==> config.mk <==
export PLATFORM = sky130hd
export DESIGN_NAME = output_port_ctrl
export DESIGN_NICKNAME = d
export VERILOG_FILES = /design/src/rtl/output_port_ctrl.sv
export SDC_FILE = /design/constraint.sdc
export NUM_CORES = 1
export LEC_CHECK = 0
export BUFFER_PORTS_ARGS = -buffer_cell sky130_fd_sc_hd__buf_2
export CAP_MARGIN = 20
export CORE_MARGIN = 5
export CORE_UTILIZATION = 49
export CTS_CLUSTER_SIZE = 40
export DETAILED_ROUTE_END_ITERATION = 8
export PLACE_DENSITY = 0.82
export SLEW_MARGIN = 20
export SYNTH_ARGS = -nofsm -noshare
export SYNTH_HDL_FRONTEND = slang
export SYNTH_SLANG_ARGS = --single-unit
==> constraint.sdc <==
create_clock -name clk -period 4.95 [get_ports clk]
set_input_delay 0.2475 -clock clk [delete_from_list [all_inputs] [get_ports clk]]
set_output_delay 0.2475 -clock clk [all_outputs]
set_load 0.01 [all_outputs]
==> src/rtl/output_port_ctrl.sv <==
`default_nettype none
// ============================================================================
// output_port_ctrl
// Round-robin arbiter draining one whole packet at a time from the router
// input queues onto a single output link, with downstream backpressure.
// Rev 1.0
// ============================================================================
module output_port_ctrl #(
    parameter int DATA_W    = 16,
    parameter int NUM_IN    = 5,
    parameter int PKT_FLITS = 5
) (
    input  logic                     clk,
    input  logic                     rst_n,
    input  logic [NUM_IN-1:0]        req_i,
    input  logic [NUM_IN-1:0]        empty_i,
    input  logic [NUM_IN*DATA_W-1:0] data_i,
    input  logic                     ready_i,
    output logic [NUM_IN-1:0]        pop_o,
    output logic [NUM_IN-1:0]        grant_o,
    output logic [DATA_W-1:0]        data_o,
    output logic                     valid_o,
    output logic                     pkt_done_o
);

    localparam int PTR_W = (NUM_IN > 1) ? $clog2(NUM_IN) : 1;
    localparam int CNT_W = (PKT_FLITS > 1) ? $clog2(PKT_FLITS) : 1;
    localparam logic [CNT_W-1:0] LAST_CNT = CNT_W'(PKT_FLITS - 1);
    localparam logic [PTR_W-1:0] PTR_RST  = PTR_W'(NUM_IN - 1);
    localparam logic [PTR_W:0]   NUM_EXT  = (PTR_W+1)'(NUM_IN);

    typedef enum logic [0:0] {
        IDLE = 1'b0,
        SEND = 1'b1
    } state_t;

    state_t              state_q, state_d;
    logic [NUM_IN-1:0]   grant_q, grant_d;
    logic [PTR_W-1:0]    rr_ptr_q, rr_ptr_d;
    logic [CNT_W-1:0]    cnt_q, cnt_d;
    logic [DATA_W-1:0]   data_q, data_d;
    logic                valid_q, valid_d;
    logic                pkt_done_q, pkt_done_d;

    logic [DATA_W-1:0]   flit [NUM_IN];
    logic [PTR_W:0]      search_sum;
    logic [PTR_W-1:0]    search_idx;
    logic [PTR_W-1:0]    winner;
    logic                found;
    logic                pop_any;

    for (genvar i = 0; i < NUM_IN; i++) begin : g_unpack
        assign flit[i] = data_i[i*DATA_W +: DATA_W];
    end

    // Search starts one past the last winner so every requester gets a turn.
    always_comb begin
        found      = 1'b0;
        winner     = rr_ptr_q;
        search_sum = '0;
        search_idx = '0;
        for (int k = 1; k <= NUM_IN; k++) begin
            search_sum = {1'b0, rr_ptr_q} + (PTR_W+1)'(k);
            if (search_sum >= NUM_EXT) begin
                search_sum = search_sum - NUM_EXT;
            end
            search_idx = search_sum[PTR_W-1:0];
            if (!found && req_i[search_idx]) begin
                found  = 1'b1;
                winner = search_idx;
            end
        end
    end

    // The grant is one-hot, so masking it yields a pop only on the winner.
    assign pop_o   = (state_q == SEND) ? (grant_q & ~empty_i & {NUM_IN{ready_i}}) : '0;
    assign pop_any = |pop_o;

    always_comb begin
        state_d    = state_q;
        grant_d    = grant_q;
        rr_ptr_d   = rr_ptr_q;
        cnt_d      = cnt_q;
        data_d     = data_q;
        valid_d    = 1'b0;
        pkt_done_d = 1'b0;
        case (state_q)
            IDLE: begin
                if (found) begin
                    grant_d  = NUM_IN'(1) << winner;
                    rr_ptr_d = winner;
                    state_d  = SEND;
                end
            end
            SEND: begin
                if (pop_any) begin
                    data_d  = flit[rr_ptr_q];
                    valid_d = 1'b1;
                    if (cnt_q == LAST_CNT) begin
                        cnt_d      = '0;
                        grant_d    = '0;
                        pkt_done_d = 1'b1;
                        state_d    = IDLE;
                    end else begin
                        cnt_d = cnt_q + CNT_W'(1);
                    end
                end
            end
            default: begin
                state_d = IDLE;
                grant_d = '0;
                cnt_d   = '0;
            end
        endcase
    end

    always_ff @(posedge clk or negedge rst_n) begin
        if (!rst_n) begin
            state_q    <= IDLE;
            grant_q    <= '0;
            rr_ptr_q   <= PTR_RST;
            cnt_q      <= '0;
            data_q     <= '0;
            valid_q    <= 1'b0;
            pkt_done_q <= 1'b0;
        end else begin
            state_q    <= state_d;
            grant_q    <= grant_d;
            rr_ptr_q   <= rr_ptr_d;
            cnt_q      <= cnt_d;
            data_q     <= data_d;
            valid_q    <= valid_d;
            pkt_done_q <= pkt_done_d;
        end
    end

    assign grant_o    = grant_q;
    assign data_o     = data_q;
    assign valid_o    = valid_q;
    assign pkt_done_o = pkt_done_q;

endmodule
`default_nettype wire
==> impl_results.md, run 1 <==
* Via/cell ratio at slightly above 6
* R2R Path Start: rr_ptr_q[0]
* Ant. Diodes at 0
* Register clock-pin slew on the reported worst setup and hold paths at approximately 0.060 ns
* Multi-input combinational cell area at 0.00196 mm2
* Die area at between 0.007 and 0.008 mm2
* Row count at 27
* Synth unique cells at a little over 60
* Commonest non-fill, non-tap cell in the layout: buf_2
* Worst path max stage delay at about 0.53 ns
* DP Cell Count at approximately 480
* Total CTS buffers at 5
* TritonCTS clock tree: done
* Hpwl dp at approximately 7400 um
* Grt peak-use layer: met2
* Starting density of the core at 0.511
* Lkg Pwr at 1.71 nW
* RSZ-0062 raised after global routing: no
* Synth Register Bits at 30
* CP Launch Type: register
* WL final at about 9200 um
* Fillers at 480
* Mean Syn Cell Area at around 9 um2
* Vias in the first global route at a little under 3000
* Skew final at roughly 0.012 ns
* Met2 usage at 0.378
* Die Span Y at 86.5 um
* Mapped Cells at roughly 310
* Syn nets at ~420
* Worst Reg2Reg Path Length in Cells at 11
* Pin count of the biggest net entering global routing at around 40
* R2r endpoint: grant_o[0]
* Start point of the critical path: rr_ptr_q[0]
* Crit. End Element: register
* Layout cells sized above 1 at 0.386
* Most frequent cells in the layout: buf_2 (120), nand2_1 (29), dfrtp_1 (28)
* Vias at approximately 3000
* CP arrival at between 4 and 5 ns
* CTS resizes at 0
* # DRC at 0
* FF-to-FF setup slack at around 1.0 ns
* Synth Cell Area at between 0.002 and 0.003 mm2
* DR iter-0 viols at roughly 230
* CTS sink count at 30
* Worst path depth at 11
* Fmax achieved at between 0.2 and 0.3 GHz
* Slew @ Worst Pin at roughly 0.70 ns
* Drt wl/cell at ~19 um
* Min-Delay Path Class: in2reg
* Crit path max-delay family: compound AO/OA/AOI/OAI gates
* Final worst slack at ~1.0 ns
* CP Cell Sequence: inv_1 > ha_1 > inv_1 > fa_1 > or4_1 > a211oi_1 > a31oi_1 > and4_1 > a31o_1 > a311o_4 > o31ai_2
* Pwr Total at around 2.8 mW
* Asr flop ratio synth at 1.00
* Hold Vio Cnt, Final at 0
* DP Area at 0.00348 mm2
* Met1 Resource Use GR at 0.354
* Die X at roughly 86 um
* Post-route ant nets at 0
* Max-slew headroom at 0.532
* Buf/Inv on CP at 2
* Final GP Congestion at between 1 and 1.5
* P&R area growth vs syn at 25.3%
* Hold slack at between 0.2 and 0.3 ns
* Slowest CP cell: or4_1
* Overflow after GRT at 0
* I/O Buffers at 120
* Clk buf depth at 2
* Final setup vio count at 0
* Total global-route track usage at 0.243
* Critical Path Most Common Cell: inv_1
* Reg area at about 750 um2
* Post-layout util at 0.640
* Worst-path fanout max at 15
* Kind of critical path: reg2reg
* Number of synthesized flops with an enable pin at 0
* MaxCap Viol Count at 0
* Met3 Track Usage GR at 0.0342
* Antenna violations before repair at 0
* Post-synthesis sequential area ratio at 0.263
* Finished Layout Cells at approximately 490
* Fin nets at approximately 530
* Drt first pass iters at 5
* Yosys warns at 0
* Post-CTS Setup Inserts at 0
* Setup_tns at 0 ns
* Core box area at 0.00561 mm2
* Global-route wire length before repair at around 15000 um
* HP Start: data_i[68]
* Setup crit end: grant_o[0]
* Status: completed
* Pwr dens at 793 mW/mm2
* Io pins at around 120
* Cell area after layout at approximately 0.0036 mm2
* H-tree depth at 2
* Final worst path period need at 3.95 ns
* VDD IR max at 0.000642 V
* Final period utilization at 0.798
* WP data required at a little over 5 ns
* Slew Viols, Final at 0
* CTS root buf: clkbuf_8
* Worst skew pair latency at 0.28 ns
* Most common flop cell mapped by yosys: dfrtp_1
* Post-place setup slack at roughly 1.1 ns
[metal layers]
| layer | routed length [um] | up-vias |
|---|---|---|
| met5 | 0 | - |
| met3 | 749 | 19 |
| met4 | 220 | 0 |
| met1 | 3950 | 1401 |
| met2 | 4320 | 152 |
| li1 | - | 1426 |
[synth_stat cells, drive strengths merged, types with 4 or more instances]
cell type  instances  area share
inv               12       0.016
o31ai              6       0.021
a22oi             17       0.045
buf               10       0.021
nor3               6       0.010
dfrtp             29        0.25
o22ai              5       0.011
nor2              12       0.016
o21ai             24       0.042
nand2b             6       0.013
a21oi             10       0.017
mux2i              8       0.028
nor3b              9       0.024
nand2             29       0.038
nand3             12       0.021
clkbuf            12       0.016
a211o              5       0.015
mux4              16        0.13
ha                12       0.052
nor2b              4      0.0087
a31oi              4      0.0087
[final cells by class]
cell class              count  area share
clock buffers               6      0.0230
clock inverters             2     0.00349
inverters                  12      0.0126
multi-input cells         245       0.547
flip-flops and latches     30       0.210
well taps                  72      0.0251
repair buffers            125       0.179
[tightest hold or removal path, cell delays in order]
cell and delay (ns):
buf_2 0.08, a22oi_1 0.06, o21ai_0 0.13
[worst min-delay path by stage]
stage	end	slack, ns	cells past startpoint
floorplan	cnt_q[0]	-0.05	0
global placement	data_o[0]	0.30	1
detailed placement	data_o[11]	0.31	1
CTS	data_o[4]	0.27	3
global route	data_o[4]	0.29	3
finish	data_o[4]	0.28	3
[cell families after synthesis]
group	Yosys count	synth area share
fa+ha+maj	13	0.0594
flops	30	0.263
xor+xnor	3	0.00918
compound gates	105	0.268
mux	27	0.166
simple gates	97	0.182
buf+inv	34	0.0529
[registers in the layout, indices dropped and copies added, names as in the netlist]
register and cells:
cnt_q 3, data_o 16, grant_o 5, pkt_done_o 1
rr_ptr_q 3, state_q 1, valid_o 1
[timing repair]
item / 4_1_cts / 5_1_grt
endpoints found under the setup margin: 0 / 0
hold buffers: 1 / 0
hold endpoints to repair: 10 / 0
[report_power, final]
group	internal (mW)	total, mW	switching [mW]
Clock	0.112	0.203	0.0916
Combinational	0.900	2.22	1.32
Sequential	0.347	0.419	0.0719
Power figures use the tool's default switching activity.
==> inputs of run 2 (changes only) <==
==> constraint.sdc (replaced) <==
create_clock -name clk -period 4 [get_ports clk]
set_input_delay 0.2 -clock clk [delete_from_list [all_inputs] [get_ports clk]]
set_output_delay 0.2 -clock clk [all_outputs]
set_load 0.01 [all_outputs]
==> impl_results.md, run 2 (synthesis gave the netlist of run 1 again) <==
* Antenna violations before repair at 0
* Vias in the first global route at 3000
* Switching Power at 1.85 mW
* Starting density of the core at 0.511
* VDD IR max at 0.000555 V
* Post-CTS Setup Inserts at 0
* Final GP Congestion at 1.02
* Pwr dens at 987 mW/mm2
* Layout cells sized above 1 at 0.395
* WL final at approximately 9300 um
* MaxCap Viol Count at 0
* Crit. End Element: register
* Ant. Diodes at 0
* Status: completed
* Global-route wire length before repair at between 10000 and 15000 um
* Slowest CP cell: o31ai_1
* Switching share of total power at 0.514
* Max reg flops at 16
* Drt first pass iters at 5
* Core box area at ~0.0056 mm2
* CTS root buf: clkbuf_8
* H-tree depth at 2
* I/O Buffers at 120
* Hpwl dp at approximately 7400 um
* Drt wl/cell at roughly 19 um
* Die area at about 0.0075 mm2
* Lkg Pwr at 1.75 nW
* CP arrival at just under 4 ns
* Total CTS buffers at 5
* P&R area growth vs syn at 27.3%
* Total global-route track usage at 0.248
* Buf/Inv on CP at 1
* Min-Delay Path Class: in2reg
* Most frequent cells in the layout: buf_2 (120), nand2_1 (29), dfrtp_1 (28)
* CTS sink count at 30
* Pin count of the biggest net entering global routing at 37
* Crit path max-delay family: compound AO/OA/AOI/OAI gates
* CP Launch Type: register
* Vias at about 3000
* Skew final at a little under 0.006 ns
* Kind of critical path: reg2reg
* Via/cell ratio at 6.09
* Part of the power in registers at 0.153
* Worst-path fanout max at 23
* Fin nets at 530
* Worst skew pair latency at 0.28 ns
* Clk pwr share at 0.078
* TritonCTS clock tree: done
* Final period utilization at 0.923
* WP data required at approximately 4.2 ns
* Register clock-pin slew on the reported worst setup and hold paths at approximately 0.06 ns
* Final setup vio count at 0
* Commonest non-fill, non-tap cell in the layout: buf_2
* Max-slew headroom at 0.581
* Overflow after GRT at 0
* Slew Viols, Final at 0
* Setup_tns at 0 ns
* Clk buf depth at 2
* Worst path max stage delay at slightly below 0.6 ns
* Die X at 86.5 um
* Slew @ Worst Pin at 0.623 ns
* Hold Vio Cnt, Final at 0
* RSZ-0062 raised after global routing: no
* Io pins at around 120
* Hold slack at around 0.24 ns
* DR iter-0 viols at roughly 230
* Row count at 27
* # DRC at 0
* Gate power share at 0.769
* Internal at ~1.7 mW
* Post-route ant nets at 0
* Die Span Y at about 86 um
* Fmax achieved at roughly 0.27 GHz
* Final worst path period need at approximately 3.7 ns
* CP Cell Sequence: buf_4 > ha_1 > nor2b_1 > o31ai_1 > o221ai_1 > and4_1 > a31o_1 > a311o_4 > o31ai_2
[run 2: metal layers]
layer / wire [um] / GRT usage / share of wire / up-vias
met5: 0 / 0 / 0 / -
met4: 151 / 0.0609 / 0.016 / 0
met3: 791 / 0.0295 / 0.085 / 20
met2: 4520 / 0.399 / 0.48 / 149
met1: 3880 / 0.356 / 0.42 / 1434
li1: - / - / - / 1426
[run 2: path summary, 6_finish.rpt]
kind | from | end | slack [ns] | cells after the start
worst max-delay path | rr_ptr_q[1] | grant_o[1] | 0.31 | 9
min in group asynchronous | rst_n | data_o[0] | 0.48 | 2
worst min register to register | data_o[6] | data_o[6] | 0.49 | 2
worst max register to register | rr_ptr_q[1] | grant_o[1] | 0.31 | 9
max in group asynchronous | rst_n | rr_ptr_q[0] | 3.08 | 2
worst min-delay path | data_i[70] | data_o[6] | 0.24 | 3
[run 2: per-stage QoR]
step | cells | setup slack (ns) | power [mW] | cell area [um2] | utilization
after floorplan | 309 | 0.263 | 2.59 | 2860 | -
after global placement | 488 | 0.414 | 3.19 | 3520 | 0.628
after detailed placement | 488 | 0.336 | 3.24 | 3520 | 0.628
after CTS | 497 | 0.300 | 3.55 | 3640 | 0.649
after global routing | 497 | 0.106 | 3.91 | 3640 | 0.650
final | 497 | 0.307 | 3.60 | 3640 | 0.650
[run 2: worst reg2reg max path: cells and delay by family, from the launching register on]
kind	cells	cell delay (ns)
AO/OA/AOI/OAI	5	1.90
buffers and inverters	1	0.37
AND/OR/NAND/NOR	2	0.42
flip-flops	1	0.53
adder cells (fa/ha/maj)	1	0.39
[run 2: final cells by class]
cell class                      instances  area [um2]
Fill cell                             459        1960
Sequential cell                        30         753
Timing Repair Buffer                  130         678
Inverter                               12        45.0
Multi-Input combinational cell        245        1970
Tap cell                               72        90.1
Clock buffer                            8         110
[run 2: power by group through the flow]
stage               clock network, mW  logic (mW)  registers (mW)
floorplan                           0        2.05           0.546
global placement                    0        2.64           0.547
detailed placement                  0        2.69           0.553
CTS                             0.288        2.71           0.551
global route                    0.298        3.04           0.571
finish                          0.282        2.77           0.550
[run 2: timing repair]
action | CTS | global route
setup endpoints to repair | 0 | 4
hold endpoints to repair | 29 | 0
hold buffers | 1 | 0
gates resized for setup | 0 | 1
==> inputs of run 3 (changes only) <==
--- a/config.mk
+++ b/config.mk
@@ -7,6 +7,7 @@
 export LEC_CHECK = 0
 export BUFFER_PORTS_ARGS = -buffer_cell sky130_fd_sc_hd__buf_2
 export CAP_MARGIN = 20
+export CORE_ASPECT_RATIO = 0.5
 export CORE_MARGIN = 5
 export CORE_UTILIZATION = 49
 export CTS_CLUSTER_SIZE = 40
==> impl_results.md, run 3 (synthesis gave the netlist of run 1 again) <==
* RSZ-0062 raised after global routing: no
* Vias in the first global route at about 3200
* Skew final at between 0.004 and 0.005 ns
* CP Launch Type: register
* Crit. End Element: register
* Max reg flops at 16
* TritonCTS clock tree: done
* Via/cell ratio at ~6.3
* WP data required at around 4.2 ns
* Final setup vio count at 0
* Most frequent cells in the layout: buf_2 (120), nand2_1 (29), dfrtp_1 (28)
* Post-place setup slack at approximately 0.2 ns
* Status: completed
* MaxCap Viol Count at 0
* Min-Delay Path Class: in2reg
* Register clock-pin slew on the reported worst setup and hold paths at roughly 0.050 ns
* Vias at 3135
* Hold Vio Cnt, Final at 0
* Kind of critical path: reg2reg
* # DRC at 0
* Post-CTS Setup Inserts at 0
* Antenna violations before repair at 0
* Slew @ Worst Pin at 0.968 ns
* Die area at around 0.0076 mm2
* CTS root buf: clkbuf_16
* Lkg Pwr at between 1.5 and 2 nW
* I/O Buffers at 120
* Core box area at around 0.0056 mm2
* Setup_tns at 0 ns
* CTS sink count at 30
* Commonest non-fill, non-tap cell in the layout: buf_2
* Worst-path fanout max at 12
* Fmax achieved at ~0.27 GHz
* Layout cells sized above 1 at 0.402
* Pin count of the biggest net entering global routing at 37
* Final period utilization at 0.919
* P&R area growth vs syn at 29.8%
* Die X at ~120 um
* Slowest CP cell: dfrtp_2
* WL final at a little under 10000 um
* Final GP Congestion at 1.04
* Pwr dens at between 1000 and 1500 mW/mm2
* Final worst path period need at between 3 and 4 ns
* Final worst slack at about 0.32 ns
* Slew Viols, Final at 0
* Crit path max-delay family: compound AO/OA/AOI/OAI gates
* Clk buf depth at 2
* Post-route ant nets at 0
* Worst path max stage delay at between 0.5 and 0.6 ns
* Total global-route track usage at 0.259
* Drt wl/cell at roughly 20 um
* Max-slew headroom at 0.351
* Hpwl dp at roughly 7500 um
* Global-route wire length before repair at 16300 um
* H-tree depth at 2
* Total CTS buffers at 5
* CP Cell Sequence: ha_1 > inv_1 > fa_1 > or4_1 > a211oi_1 > a31oi_1 > and4_1 > a31o_1 > a311o_4 > o31ai_2
* VDD IR max at approximately 0.0006 V
* Overflow after GRT at 0
* Starting density of the core at 0.515
* Io pins at around 120
* DR iter-0 viols at between 300 and 400
* Fin nets at around 530
* Die Span Y at 64.1 um
* Pwr Total at roughly 3.8 mW
* Ant. Diodes at 0
* Worst skew pair latency at between 0.2 and 0.3 ns
* CP arrival at 3.84 ns
* Buf/Inv on CP at 1
* Row count at 19
* Drt first pass iters at 5
## run 3: worst reg2reg max path: stages (launching register included)
cell and delay, ns:
dfrtp_2 0.52, ha_1 0.22, inv_1 0.05, fa_1 0.46, or4_1 0.52, a211oi_1 0.37, a31oi_1 0.15, and4_1 0.27
a31o_1 0.33, a311o_4 0.46, o31ai_2 0.23
## run 3: worst paths after layout
check | startpoint | to | slack [ns] | cells after the start
max in group asynchronous | rst_n | rr_ptr_q[1] | 3.00 | 2
min in group asynchronous | rst_n | grant_o[3] | 0.51 | 2
min reg2reg | data_o[3] | data_o[3] | 0.47 | 2
max reg2reg | rr_ptr_q[1] | grant_o[3] | 0.32 | 10
min | data_i[78] | data_o[14] | 0.24 | 3
max | rr_ptr_q[1] | grant_o[3] | 0.32 | 10
## run 3: repair_timing
action | 4_1_cts | 5_1_grt
endpoints found under the setup margin | 0 | 7
hold buffers | 1 | 0
hold endpoints to repair | 29 | 0
resized for setup | 0 | 5
## run 3: metal layers
layer	up-vias	global-route usage	wire, um
li1	1430	-	-
met1	1533	0.338	3950
met2	160	0.452	4950
met3	12	0.0537	813
met4	0	0.0558	145
met5	-	0	0
## run 3: cell type report
type	count	area, um2
Timing Repair Buffer	129	671
Sequential cell	30	753
Clock buffer	6	139
Multi-Input combinational cell	245	1990
Tap cell	73	91.3
Fill cell	457	1850
Clock inverter	1	30.0
Inverter	12	45.0
## run 3: metrics by stage
stage,hold WS (ns),std cells,instance area [um2],util
after detailed placement,0.277,488,3520,0.632
after floorplan,-0.0956,309,2860,-
after global routing,0.267,496,3720,0.668
final,0.237,496,3720,0.668
after global placement,0.262,488,3520,0.632
after CTS,0.236,496,3700,0.664
## run 3: where the power goes
part           internal (mW)  total, mW  switching, mW
sequential             0.430      0.540          0.110
clock                  0.306      0.431          0.125
combinational           1.16       2.87           1.71
total                   1.89       3.84           1.95
